$ cat config.mk
export PLATFORM = sky130hd
export DESIGN_NAME = trim_rx
export DESIGN_NICKNAME = d
export VERILOG_FILES = /design/src/rtl/trim_rx.sv
export SDC_FILE = /design/constraint.sdc
export NUM_CORES = 1
export LEC_CHECK = 0
export CORE_ASPECT_RATIO = 0.8
export CORE_MARGIN = 2
export CORE_UTILIZATION = 32
export CTS_CLUSTER_DIAMETER = 30
export DETAILED_ROUTE_END_ITERATION = 12
export PLACE_DENSITY = 0.49
export SLEW_MARGIN = 30
export SYNTH_ARGS = -nofsm -noshare
export SYNTH_HDL_FRONTEND = slang
export SYNTH_SLANG_ARGS = --single-unit
$ cat constraint.sdc
create_clock -name CLK50 -period 5 [get_ports CLK50]
set_clock_uncertainty 0.05 [all_clocks]
set_input_delay 1 -clock CLK50 [delete_from_list [all_inputs] [get_ports CLK50]]
set_output_delay 1 -clock CLK50 [all_outputs]
set_load 0.01 [all_outputs]
$ cat src/rtl/trim_rx.sv
// trim_rx: receives an LSB-first serial trim word clocked by an asynchronous ENCLK,
// publishing each complete frame on TRIMOUT with a VALID pulse and abandoning stalled frames.
module trim_rx #(
  parameter int WIDTH   = 12,
  parameter int TIMEOUT = 60000000
) (
  input  logic             CLK50,
  input  logic             RST,
  input  logic             ENCLK,
  input  logic             DIN,
  output logic [WIDTH-1:0] TRIMOUT,
  output logic             VALID,
  output logic             BUSY,
  output logic             FRAME_ERR,
  output logic [7:0]       FRAMES
);
  localparam int BW = $clog2(WIDTH + 1);
  localparam int TW = $clog2(TIMEOUT + 1);
  localparam logic [BW-1:0] LAST = BW'(WIDTH - 1);
  localparam logic [TW-1:0] TMAX = TW'(TIMEOUT);
  localparam logic [1:0] IDLE = 2'd0;
  localparam logic [1:0] RECV = 2'd1;
  localparam logic [1:0] DONE = 2'd2;
  logic [1:0]       r_state;
  logic             r_enclk_s1, r_enclk_s2, r_enclk_s3;
  logic             r_din_s1, r_din_s2;
  logic [WIDTH-1:0] r_shreg;
  logic [BW-1:0]    r_bcnt;
  logic [TW-1:0]    r_tcnt;
  logic [WIDTH-1:0] r_trimout;
  logic             r_valid, r_ferr;
  logic [7:0]       r_frames;
  logic             w_fall;
  logic [WIDTH-1:0] w_shift;
  logic [1:0]       w_first;
  assign w_fall    = r_enclk_s3 & ~r_enclk_s2;
  assign w_shift   = {r_din_s2, r_shreg[WIDTH-1:1]};
  assign w_first   = (WIDTH == 1) ? DONE : RECV;
  assign TRIMOUT   = r_trimout;
  assign VALID     = r_valid;
  assign FRAME_ERR = r_ferr;
  assign FRAMES    = r_frames;
  assign BUSY      = (r_state == RECV);
  always_ff @(posedge CLK50 or posedge RST) begin
    if (RST) begin
      r_state    <= IDLE;
      r_enclk_s1 <= 1'b0;
      r_enclk_s2 <= 1'b0;
      r_enclk_s3 <= 1'b0;
      r_din_s1   <= 1'b0;
      r_din_s2   <= 1'b0;
      r_shreg    <= '0;
      r_bcnt     <= '0;
      r_tcnt     <= '0;
      r_trimout  <= '0;
      r_valid    <= 1'b0;
      r_ferr     <= 1'b0;
      r_frames   <= '0;
    end else begin
      r_enclk_s1 <= ENCLK;
      r_enclk_s2 <= r_enclk_s1;
      r_enclk_s3 <= r_enclk_s2;
      r_din_s1   <= DIN;
      r_din_s2   <= r_din_s1;
      r_valid    <= 1'b0;
      r_ferr     <= 1'b0;
      case (r_state)
        IDLE: if (w_fall) begin
          r_shreg <= w_shift;
          r_bcnt  <= BW'(1);
          r_tcnt  <= '0;
          r_state <= w_first;
        end
        RECV: if (w_fall) begin
          r_shreg <= w_shift;
          r_bcnt  <= r_bcnt + 1'b1;
          r_tcnt  <= '0;
          if (r_bcnt == LAST) r_state <= DONE;
        end else if (r_tcnt == TMAX) begin
          r_ferr  <= 1'b1;
          r_shreg <= '0;
          r_bcnt  <= '0;
          r_tcnt  <= '0;
          r_state <= IDLE;
        end else begin
          r_tcnt <= r_tcnt + 1'b1;
        end
        DONE: begin
          // TRIMOUT takes the completed word even if a new frame's first bit shifts in now
          r_trimout <= r_shreg;
          r_valid   <= 1'b1;
          r_frames  <= r_frames + 1'b1;
          r_tcnt    <= '0;
          if (w_fall) begin
            r_shreg <= w_shift;
            r_bcnt  <= BW'(1);
            r_state <= w_first;
          end else begin
            r_bcnt  <= '0;
            r_state <= IDLE;
          end
        end
        default: r_state <= IDLE;
      endcase
    end
  end
endmodule

# After elaboration in Yosys (flattened, before gate mapping)
# Index checks and enable logic that the tools add are counted.
[classes]
mux = 23
n_reduce_logical = 8
bitwise = 2
n_eq_ne = 8
n_addsub = 3
[op_table]
columns = ["op", "n"]
rows = [
  ["26-bit 2-to-1 mux", 3],
  ["26-bit one-hot mux with 3 select lines", 1],
  ["12-bit 2-to-1 mux", 3],
  ["26-bit by 1-bit adder with 26-bit output, second input constant", 1],
  ["26-bit equality test, second input constant", 1],
  ["12-bit one-hot mux with 2 select lines", 1],
  ["4-bit 2-to-1 mux", 3],
  ["4-bit one-hot mux with 3 select lines", 1],
  ["3-bit AND reduction", 3],
  ["8-bit by 1-bit adder with 8-bit output, second input constant", 1],
  ["2-bit 2-to-1 mux", 4],
  ["1-bit 2-to-1 mux", 6],
  ["2-bit one-hot mux with 3 select lines", 1],
  ["4-bit by 1-bit adder with 4-bit output, second input constant", 1],
  ["4-bit equality test, second input constant", 1],
  ["3-bit by 1-bit != test with 1-bit output, second input constant", 1],
  ["3-bit by 2-bit != test with 1-bit output, second input constant", 1],
  ["3-bit nonzero test", 1],
  ["2-bit by 1-bit equality test with 1-bit output, second input constant", 1],
  ["2-bit equality test, second input constant", 1],
  ["2-bit logical NOT", 1],
  ["2-bit by 1-bit != test with 1-bit output, second input constant", 1],
  ["2-bit != test, second input constant", 1],
  ["2-bit AND reduction", 1],
  ["4 further kinds", 4],
]
[totals]
wordCells = 57
ff_bits = 71

# Depth between registers and ports, before layout
[logic_depth]
depth_word = 4
ltp_mapped = 9
ltp_nobuf = 7

# Least setup slack after synthesis
# OpenSTA, ideal clock, no wires.
[synth_path]
path_kind = "register -> register"
startpoint = "register r_state[0]"
endpoint = "register r_tcnt[22]"
required_time_ns = 4.831
path_stages_with_launch = 7
setup_ns = 0.119
slack_ns = 2.890
arrival_time_ns = 1.941
cell_sequence = "dfrtp_1 inv_1 ha_1 a2111o_1 or4_1 xor2_1 nor2_2"
[synth_via]
elab_chain_len = 3
[synth_rtl]
columns = ["item", "line_no", "rtl"]
rows = [
  ["from (decl)", "24", "logic [1:0] r_state;"],
  ["from (signal assigned)", "72", "r_state <= w_first;"],
  ["from (signal assigned)", "97", "r_state <= w_first;"],
  ["2-bit by 1-bit equality test with 1-bit output (tied with other cells)", "67", "case (r_state)"],
  ["3-bit nonzero test (no source line) or 2-bit != test (tied branches)", "n/a", ""],
  ["2-bit AND reduction (no source line)", "n/a", ""],
  ["to (signal assigned)", "86", "r_tcnt <= r_tcnt + 1'b1;"],
  ["to (decl)", "29", "logic [TW-1:0] r_tcnt;"],
]
# Several ways; a longest one is shown, not always the timed one.
# A chain may end at the register's enable or synchronous reset.

# Worst setup path in the final report
[layout_path]
startpoint = "register r_state[1]"
endpoint = "output port BUSY"
[layout_via]
elab_chain_len = 1
[layout_rtl]
columns = ["item", "line_no", "rtl"]
rows = [
  ["2-bit by 1-bit equality test with 1-bit output", "43", "assign BUSY = (r_state == RECV);"],
  ["to (decl)", "13", "output logic BUSY,"],
]
# No other way between the ends.

==> run metrics <==
run status completed; crit path to BUSY; Sequential Power Share 0.414; actual slew at the worst max-slew pin a little over 0.9 ns; Crit. End Element primary output; Most used DFF post-synth dfrtp_1; simple-gate share of the synthesized area 0.192; design area 4060 um^2; Critical Path AT ~1.9 ns; Clk Latency, worst-skew pair 0.33 ns; Initial DRC Count about 160; Leakage around 1.8 nW; Slowest-stage cell, CP clkdlybuf4s50_1; I/O Buffers 26; fin crit period about 3 ns; kind of critical path reg -> out; FF+latch count, synth a little over 70; CTS Buf Count 9; die width 118 um; Synth cell types 51; leading area contributor after synthesis dfrtp_1; initial antenna violation count 0; main area contributors after synthesis dfrtp_1 53%, mux2_2 4.7%, a22o_1 3.7%, xor2_1 3.7%, xnor2_1 3.4%; Logic pwr share 0.152; Pre-Repair DR Iteration Count 4; Clock Power Share 0.434; RR Startpoint r_state[0]; sw power 0.000457 W; DIE AREA roughly 11,000 um^2; first-pass GRT wire length approximately 12,000 um; CTS Hold Bufs 0; via count 2,316; Via density between 4 and 5; RD Place Congestion roughly 0.8; postcts setup bufs 0; die height between 90 and 100 um; xor and xnor area share after synthesis 0.0705; core area between 10,000 and 15,000 um^2; cts repair resizes 0; Post-Route WL about 6800 um; cell depth of the worst setup path 3; Avg Synthesized Cell Area 11.2 um^2; GRT overflow 0; CP startpoint r_state[1]; footprint of the multi-input gates 1460 um^2; synth-to-layout area growth 20.9%; Reg2Reg Setup Slack 2.46 ns; compound-gate portion of the synthesized area 0.0937; area fraction of the dominant cell type after synthesis 0.530; PwrDens between 300 and 400 nW/um^2; Rows 33; setup_tns 0 ns; Syn Inst Count around 300; syn nets a little over 300; placed cell areas 3720 um^2; Startpoint Class flip-flop; Final Cycle Share 0.595; Max Cap Violations 0; P_int around 0.0012 W; Fillers 1,073; portion of netlist area occupied by mux cells 0.0500; highest ir drop seen on vdd 0.000296 V; worst min path class reg -> reg; CTS tree done; H-tree depth 3; Fin. Hold Viols 0; Seq. cell area between 1500 and 2000 um^2; wire per inst roughly 15 um; number of synthesized flops with an enable pin 0; Crit path required time just under 4 ns; Synth warnings 0; Max Buffers Root-to-Sink 2; Nets roughly 340; hold slack 0.297 ns; asr flop ratio synth 1.00; fmax around 0.34 GHz; Final Power between 0.0015 and 0.002 W; Detail Route Antenna Nets 0; CTS Root Cell clkbuf_16; largest net degree at the start of global routing just over 40; aggregate global-route resource usage 0.132; Sw Share 0.283; Seq/Total Area, Yosys 0.530; layout cells sized above 1 0.117; endpoints failing setup 0; Antenna diodes 0; Critical R2R Capture r_state[0]; Clk pin slew, worst setup/hold paths ~0.06 ns; most frequent cells in the layout 71 x dfrtp_1, 28 x nor2_1, 26 x clkdlybuf4s50_1; Slew Viols, Final 0; Starting Density 0.327; adder-cell share of the synthesized area 0.0299; Hold Path Origin r_enclk_s1; CP Cell Sequence inv_1 > ha_1 > clkdlybuf4s50_1; Post-route DRC 0; vias in the first global route 2,234; clock sinks between 70 and 80; Slew HR 0.389; Crit Path Max Fanout 12; Crit path max-delay family buffers and inverters; DP Wirelength approximately 4600 um; mapped cell area about 3400 um^2; Worst path max stage delay 0.63 ns; most common cell after layout, fill and taps aside dfrtp_1; worst reg-to-reg path cell count 6; largest family of logic cells by synthesized area simple AND/OR/NAND/NOR gates; Ports 27; RSZ-0062 raised after global routing no; worst path bufs/invs 2
## cell type report
cell class / instances / share of cell area
inverter: 11 / 0.0102
tap: 140 / 0.0432
timing repair buffer: 27 / 0.0660
clock buffer: 9 / 0.0555
clock inverter: 7 / 0.0259
multi-input combinational: 207 / 0.361
sequential: 71 / 0.438
## worst min-delay path by stage
stage,to,slack [ns],depth (start not counted)
floorplan,r_din_s2,0.28,0
global placement,r_din_s2,0.28,0
detailed placement,r_din_s2,0.28,0
CTS,r_din_s2,0.30,0
global route,r_enclk_s2,0.31,0
finish,r_enclk_s2,0.30,0
## worst reg2reg max path, stage by stage (launching register included)
cell and delay [ns]:
dfrtp_1 0.43, inv_1 0.15, ha_1 0.78, nor2_1 0.14
a2111oi_0 0.62, a311oi_1 0.13, a21oi_1 0.18
## cells in the mapped netlist, types with 4 or more instances
library cell,instances
a22o_1,14
nor4_1,8
dfrtp_1,71
mux2_2,14
inv_1,11
buf_6,4
ha_1,8
xor2_1,14
nand2_1,24
nand4_1,15
and3_1,5
nor3_1,5
xnor2_1,13
o21ai_0,6
nand3_1,10
nor2_1,28
## logic make-up after synthesis
kind of cell	count (synthesis)
adders and majority gates	8
buffers and inverters	21
and+or+nand+nor	119
DFF	71
xor gates and xnor gates	27
muxes	15
AOI/OAI and AO/OA	38
## per-stage QoR
stage / worst slack [ns] / cells / util
final: 2.03 / 472 / 0.396
after global routing: 1.96 / 472 / 0.396
after CTS: 2.02 / 472 / 0.396
after detailed placement: 2.38 / 456 / 0.364
after global placement: 2.43 / 456 / 0.364
after floorplan: 2.15 / 299 / -
## metal layers
metal  track usage  up-vias  routed length [um]
li1              -     1132                   -
met1         0.197     1135                3770
met2         0.179       41                2690
met3        0.0365        8                 279
met4        0.0476        0                 106
met5             0        -                   0
## power groups by stage
stage | logic (W) | registers, W | clock network (W)
3_5_place_dp | 0.000246 | 0.000677 | 0
2_1_floorplan | 0.000217 | 0.000664 | 0
6_report | 0.000246 | 0.000668 | 0.000702
3_3_place_gp | 0.000242 | 0.000677 | 0
4_1_cts | 0.000247 | 0.000668 | 0.000720
5_1_grt | 0.000279 | 0.000676 | 0.000744
## flip-flops by register name, summed over array words and instances, names as in the netlist
name and count:
r_din_s2 1, r_enclk_s1 1, TRIMOUT 12, FRAMES 8, r_shreg 12, VALID 1
r_state 2, r_din_s1 1, r_enclk_s3 1, r_enclk_s2 1, r_bcnt 4, r_tcnt 26
FRAME_ERR 1
No activity file was read; power rests on OpenSTA's default activity.
